[config.mk]
export PLATFORM = sky130hd
export DESIGN_NAME = stopwatch_ctrl
export DESIGN_NICKNAME = d
export VERILOG_FILES = /design/src/rtl/stopwatch_pkg.sv /design/src/rtl/tick_prescaler.sv /design/src/rtl/stopwatch_ctrl.sv
export SDC_FILE = /design/constraint.sdc
export NUM_CORES = 1
export LEC_CHECK = 0
export CELL_PAD_IN_SITES_DETAIL_PLACEMENT = 0
export CELL_PAD_IN_SITES_GLOBAL_PLACEMENT = 2
export CORE_ASPECT_RATIO = 0.5
export CORE_MARGIN = 10
export CORE_UTILIZATION = 30
export DETAILED_ROUTE_END_ITERATION = 6
export PLACE_DENSITY = 0.84
export SKIP_CTS_REPAIR_TIMING = 1
export SLEW_MARGIN = 20
export SYNTH_ARGS = -nofsm -noshare
export SYNTH_HDL_FRONTEND = slang
export SYNTH_SLANG_ARGS = --single-unit
[constraint.sdc]
create_clock -name clk -period 2.3 [get_ports clk]
set_clock_uncertainty 0.15 [all_clocks]
set_input_delay 0.23 -clock clk [delete_from_list [all_inputs] [get_ports clk]]
set_output_delay 0.23 -clock clk [all_outputs]
set_load 0.01 [all_outputs]
[src/rtl/stopwatch_pkg.sv]
// Shared types and constants for the stopwatch sequencer.
package stopwatch_pkg;

    typedef logic [3:0] bcd_t;

    typedef enum logic [1:0] {
        SW_IDLE,
        SW_RUN,
        SW_PAUSE
    } sw_state_t;

    localparam bcd_t BCD_MAX = 4'd9;

    // True when the four-digit chain shows 9999.
    function automatic logic bcd_all_max(input bcd_t a, input bcd_t b,
                                         input bcd_t c, input bcd_t e);
        return (a == BCD_MAX) && (b == BCD_MAX) && (c == BCD_MAX) && (e == BCD_MAX);
    endfunction

endpackage

[src/rtl/tick_prescaler.sv]
// Divides clk down to the count rate. tick flags the wrap cycle (count == TICK_DIV-1 while
// enabled); the caller registers it into the chain enable.
module tick_prescaler #(
    parameter int unsigned TICK_DIV = 1_000_000
) (
    input  logic clk,
    input  logic reset,
    input  logic en,
    input  logic clr,
    output logic tick
);

    localparam int unsigned CW = (TICK_DIV > 1) ? $clog2(TICK_DIV) : 1;
    localparam logic [CW-1:0] LAST = CW'(TICK_DIV - 1);

    logic [CW-1:0] count;

    assign tick = en && (count == LAST);

    // Count only while enabled, hold otherwise; clr and reset return to zero.
    always_ff @(posedge clk) begin
        if (reset || clr) begin
            count <= '0;
        end else if (en) begin
            count <= tick ? '0 : count + CW'(1);
        end
    end

endmodule

[src/rtl/stopwatch_ctrl.sv]
// Stopwatch sequencer: run/pause FSM, count tick generation, lap freeze, overflow stop.
module stopwatch_ctrl
    import stopwatch_pkg::*;
#(
    parameter int unsigned TICK_DIV = 1_000_000
) (
    input  logic       clk,
    input  logic       reset,
    input  logic       start_stop,
    input  logic       lap,
    input  logic       clear,
    input  logic [3:0] d1,
    input  logic [3:0] d2,
    input  logic [3:0] d3,
    input  logic [3:0] d4,
    output logic       cnt_en,
    output logic       cnt_clr,
    output logic [3:0] disp1,
    output logic [3:0] disp2,
    output logic [3:0] disp3,
    output logic [3:0] disp4,
    output logic       running,
    output logic       lap_active,
    output logic       overflow
);

    sw_state_t   state;
    sw_state_t   state_next;
    logic [15:0] lap_reg;
    logic        wrap;
    logic        at_max;
    logic        presc_en;
    logic        presc_clr;

    assign at_max    = bcd_all_max(d1, d2, d3, d4);
    assign presc_en  = (state == SW_RUN);
    // IDLE keeps the prescaler at zero so every start begins a full period.
    assign presc_clr = (state == SW_IDLE) || ((state == SW_PAUSE) && clear);

    tick_prescaler #(
        .TICK_DIV(TICK_DIV)
    ) u_prescaler (
        .clk  (clk),
        .reset(reset),
        .en   (presc_en),
        .clr  (presc_clr),
        .tick (wrap)
    );

    // Next state with clear > start_stop priority; overflow forces PAUSE.
    always_comb begin
        state_next = state;
        unique case (state)
            SW_IDLE: begin
                if (!clear && start_stop) state_next = SW_RUN;
            end
            SW_RUN: begin
                if (start_stop || (wrap && at_max)) state_next = SW_PAUSE;
            end
            SW_PAUSE: begin
                if (clear) begin
                    state_next = SW_IDLE;
                end else if (start_stop && !overflow) begin
                    state_next = SW_RUN;
                end
            end
            default: state_next = SW_IDLE;
        endcase
    end

    // State register plus all registered outputs and the lap capture.
    always_ff @(posedge clk) begin
        if (reset) begin
            state      <= SW_IDLE;
            running    <= 1'b0;
            cnt_en     <= 1'b0;
            cnt_clr    <= 1'b0;
            lap_active <= 1'b0;
            overflow   <= 1'b0;
            lap_reg    <= '0;
        end else begin
            state   <= state_next;
            running <= (state_next == SW_RUN);
            cnt_en  <= 1'b0;
            cnt_clr <= 1'b0;
            case (state)
                SW_IDLE: begin
                    if (clear) cnt_clr <= 1'b1;
                end
                SW_RUN: begin
                    if (wrap) begin
                        if (at_max) overflow <= 1'b1;
                        else        cnt_en   <= 1'b1;
                    end
                    // start_stop outranks lap on the same cycle.
                    if (!start_stop && lap) begin
                        lap_active <= !lap_active;
                        if (!lap_active) lap_reg <= {d4, d3, d2, d1};
                    end
                end
                SW_PAUSE: begin
                    if (clear) begin
                        cnt_clr    <= 1'b1;
                        lap_active <= 1'b0;
                        overflow   <= 1'b0;
                    end else if (!start_stop && lap) begin
                        lap_active <= 1'b0;
                    end
                end
                default: ;
            endcase
        end
    end

    // Display shows the frozen lap value while lap_active, else the live chain.
    always_comb begin
        {disp4, disp3, disp2, disp1} = lap_active ? lap_reg : {d4, d3, d2, d1};
    end

endmodule

# Word-level counts from Yosys, hierarchy flattened
# Cells that the tools add are included.
# W data, S select, Z words.
word_totals:
  reg_bits: 43
classes:
  eq_ne: 13
  bitwise: 3
  n_reduce_logical: 24
  add_sub_neg: 1
  mux: 17
ops:
  columns: ["op", "n"]
  rows:
  - ["$add A20 B1 Y20 const B", 1]
  - ["$eq A20 B20 Y1 const B", 1]
  - ["$mux W20", 1]
  - ["$eq A4 B4 Y1 const B", 4]
  - ["$mux W16", 1]
  - ["$logic_and A1 B1 Y1", 9]
  - ["$mux W1", 8]
  - ["$mux W2", 4]
  - ["$ne A2 B2 Y1 const B", 4]
  - ["$pmux W2 S3", 1]
  - ["$eq A2 B1 Y1 const B", 2]
  - ["$logic_not A1 Y1", 4]
  - ["$pmux W1 S2", 2]
  - ["$reduce_and A4 Y1", 1]
  - ["$reduce_or A2 Y1", 2]
  - ["$logic_or A1 B1 Y1", 3]
  - ["$ne A3 B2 Y1 const B", 1]
  - ["$not A1 Y1", 3]
  - ["$reduce_and A3 Y1", 1]
  - ["$reduce_or A3 Y1", 1]
  - ["$eq A2 B2 Y1 const B", 1]
  - ["$logic_not A2 Y1", 1]
  - ["$reduce_and A2 Y1", 1]
  - ["$reduce_bool A2 Y1", 1]

# Depth between registers and ports, before layout
depth:
  word_depth: 9
  ltp_mapped: 6
  mapped_depth_nobuf: 5

# Cells and area by module
# A second synthesis with hierarchy kept.
hier_totals:
  cells_unflattened: 243
  hier_area_um2: 2148.3
modules_own_cells:
  columns: ["mod", "seq_area_each_um2", "n_inst", "area_per_inst_um2", "cells_per_inst"]
  rows:
  - ["stopwatch_ctrl", 460.4, 1, 1147.4, 133]
  - ["tick_prescaler", 400.4, 1, 1001.0, 110]

# Worst setup path before layout
# No wires, ideal clock.
synth_path:
  path_kind: "register to register"
  start: "register u_prescaler.count[4]"
  end: "register u_prescaler.count[17]"
  t_required_ns: 2.071
  period_less_slack_ns: 1.962
  path_stages_with_launch: 6
  path_slack_ns: 0.338
  path_buffers: 1
  arrival_time_ns: 1.733
  cell_sequence: "dfxtp_1 nand4_2 or4_1 buf_2 or3_1 a211oi_2"
synth_between:
  elab_chain_len: 3
  word_cells_on_any_way: 4
  cone_classes: "1 x add/sub; 1 x eq/ne; 1 x mux; 1 x reduce/logical"
synth_lines:
  columns: ["element", "line", "text"]
  rows:
  - ["start: declaration", "tick_prescaler.sv:16", "logic [CW-1:0] count;"]
  - ["start signal: assignment", "tick_prescaler.sv:25", "count <= tick ? '0 : count + CW'(1);"]
  - ["branches (longest 2 deep; another with $add A20 B1 Y20)", null, null]
  - ["$mux W20 *", "tick_prescaler.sv:25", null]
# Mark *: on every way between the ends.
# A chain may end at the register's enable or synchronous reset.

# Worst setup path in the final report
layout_path:
  start: "register u_prescaler.count[6]"
  end: "register u_prescaler.count[17]"
# Same word-level chain as after synthesis.

==> impl_metrics.ini <==
[finish]
largest_register_ffs = 20
fillers = 710
multiInputGateArea_sq_mm = 0.00120
drive_gt1_share_pct = 14.3
seqCellArea_sq_um = 861
instances_no_fill = 386
antenna_cells = 0
utilization_pct = 42.1
fin_nets = 316
syn_to_final_growth_pct = 34.1

[setup_path]
crit-reg2reg-capture = u_prescaler.count[17]
ff2ff_path_depth = 4
slowest_delay_ns = 0.66
cp-start-kind = register
path_cells = nand4_2, or4_1, or3_1, a211oi_2
cp-end-kind = register
critPathMaxFanout = 7
cp.required_ns = 2.36
slowest_stage = or4_1
crit_arrival_ns = 2.15
r2r-start = u_prescaler.count[6]
critPathKind = reg2reg
ff2ff_setup_slack_ns = 0.21

[place]
hpwl_um = 4010
gp_congestion = 0.773
dp.cells = 379
portBuffers = 41
dp_slack_ns = 0.0205

[timing]
relSlewSlack_pct = 54.3
tightest_slew_ns = 0.685
period_minus_slack_ns = 2.09
setup_viol = 0
rsz0062_at_grt = false
fmax_ghz = 0.477
slew_violations = 0
fin_tns_setup_ns = 0
period_share_pct = 91.1
worst_hold_slack_ns = 0.343
setup_slack_ns = 0.206
finalHoldViolCount = 0

[logic_synthesis]
synth_area_leader_cell = dfxtp_1
synthCells = 248
syn_area_per_cell_sq_um = 8.59
syn_area_sq_mm = 0.00213
async_reset_ff_share_pct = 0
synth_cell_types = 45
synth.area.top_cells = dfxtp_1 (40%), nor3_1 (10%), mux2_2 (8.5%), nor2_1 (4.1%), a211oi_1 (2.5%)
synth_warnings = 0
synth_edf_count = 0
synth_top_area_share_pct = 40.4
synth_ff_type = dfxtp_1
synthesis.nets = 270
ys_seq_area_share_pct = 40.4
synth_seq_cells = 43
synthTopCellsByCount = dfxtp_1 (43), nor3_1 (43), nor2_1 (23), mux2_2 (16), clkbuf_1 (12)

[die]
dieWidth_um = 139
num_rows = 21
die_area_sq_mm = 0.0111
die_h_um = 79.6
io_pins = 42
initial_utilization_pct = 31.4
core_sq_mm = 0.00678

[hold_path]
hp-class = reg2reg
hold-path-endpoint = lap_reg[5]
hold_path.startpoint = lap_reg[5]
hold_path_depth = 2

[routing]
drt-wirelength-per-cell_um = 14.9
drtIter0Drc = 125
dr.pass1.iters = 4
routed_wl_um = 5730
ant_nets = 0
drc = 0
vias = 1964
via_per_inst = 5.09

[clocking]
cts_buffers = 5
cts_num_sinks = 43
clkTransAtPathRegs_ns = 0.06
root_buffer = clkbuf_16
cts_tree = done
clk_path_buf_depth = 2
insertion_delay_ns = 0.28
cts.htree.levels = 2

[power_and_ir_drop]
leakagePower_nw = 0.908
ir_drop_v = 0.000336
power_density_mw_per_mm2 = 607

[grt]
grt_usage_pct = 10.3
gr-total-overflow = 0
grt_pass1_vias = 1940
grt_max_degree = 24
grt_pass1_wl_um = 9560
antenna_found_initial = 0

[run_status]
status = finished clean

[flow_run]
maxCapViolations = 0
[metrics by stage]
| stage | cell area [sq um] | total power, mW |
|---|---|---|
| 3_3_place_gp | 2700 | 0.967 |
| 5_1_grt | 2860 | 1.80 |
| 6_report | 2860 | 1.73 |
| 3_5_place_dp | 2700 | 0.968 |
| 4_1_cts | 2850 | 1.76 |
| 2_1_floorplan | 2130 | 0.864 |
[logic make-up after synthesis]
| group | count (synthesis) | synth area share (%) |
|---|---|---|
| AO/OA/AOI/OAI | 33 | 10.3 |
| XOR/XNOR | 9 | 3.70 |
| adder cells (fa/ha/maj) | 1 | 0.587 |
| buffers and inverters | 19 | 3.46 |
| flip-flops | 43 | 40.4 |
| multiplexers | 16 | 8.46 |
| AND/OR/NAND/NOR | 127 | 33.1 |
[cell usage in the layout, fill, tap and decap left out, types with 4 or more instances in the layout]
cell | synthesis | routed
xor2_1 | 5 | 5
clkbuf_16 | 0 | 5
nand2_1 | 10 | 10
a211oi_1 | 7 | 7
o21ai_0 | 8 | 8
inv_1 | 4 | 4
nor4bb_1 | 4 | 4
nand3_1 | 9 | 9
a21oi_1 | 6 | 6
xnor2_1 | 4 | 4
or3_1 | 8 | 8
nor2_1 | 23 | 22
nor3_1 | 43 | 43
nand4_1 | 4 | 4
dfxtp_1 | 43 | 43
clkdlybuf4s50_1 | 0 | 41
mux2_2 | 16 | 16
buf_4 | 0 | 13
[where the power goes]
part	switching, mW	total (mW)	internal, mW
clock	0.278	0.785	0.507
sequential	0.00675	0.763	0.757
combinational	0.0837	0.186	0.103
[worst max-delay path, delay by kind of cell (launching register included)]
kind / cells / cell delay, ns
and+or+nand+nor: 3 / 1.22
DFF: 1 / 0.43
AOI/OAI and AO/OA: 1 / 0.21
[worst max-delay path by stage]
stage,end,cells after the start,startpoint
finish,u_prescaler.count[17],4,u_prescaler.count[6]
global route,u_prescaler.count[17],4,u_prescaler.count[6]
CTS,u_prescaler.count[17],4,u_prescaler.count[6]
detailed placement,lap_reg[14],5,start_stop
global placement,lap_reg[11],5,start_stop
floorplan,u_prescaler.count[17],5,u_prescaler.count[4]
[routing by layer]
metal | GRT usage, % | vias to the layer above | share of wire, %
li1 | - | 1006 | -
met1 | 12.3 | 923 | 46
met2 | 16.8 | 29 | 48
met3 | 3.44 | 6 | 4.9
met4 | 4.04 | 0 | 1.2
met5 | 0 | - | 0
[layout make-up]
type | count | area share, %
Clock buffer | 6 | 4.51
Clock inverter | 1 | 1.05
Sequential cell | 43 | 30.1
Timing Repair Buffer | 54 | 17.8
Inverter | 4 | 0.526
Multi-Input combinational cell | 186 | 42.0
Tap cell | 92 | 4.03
Power figures use the tool's default switching activity.
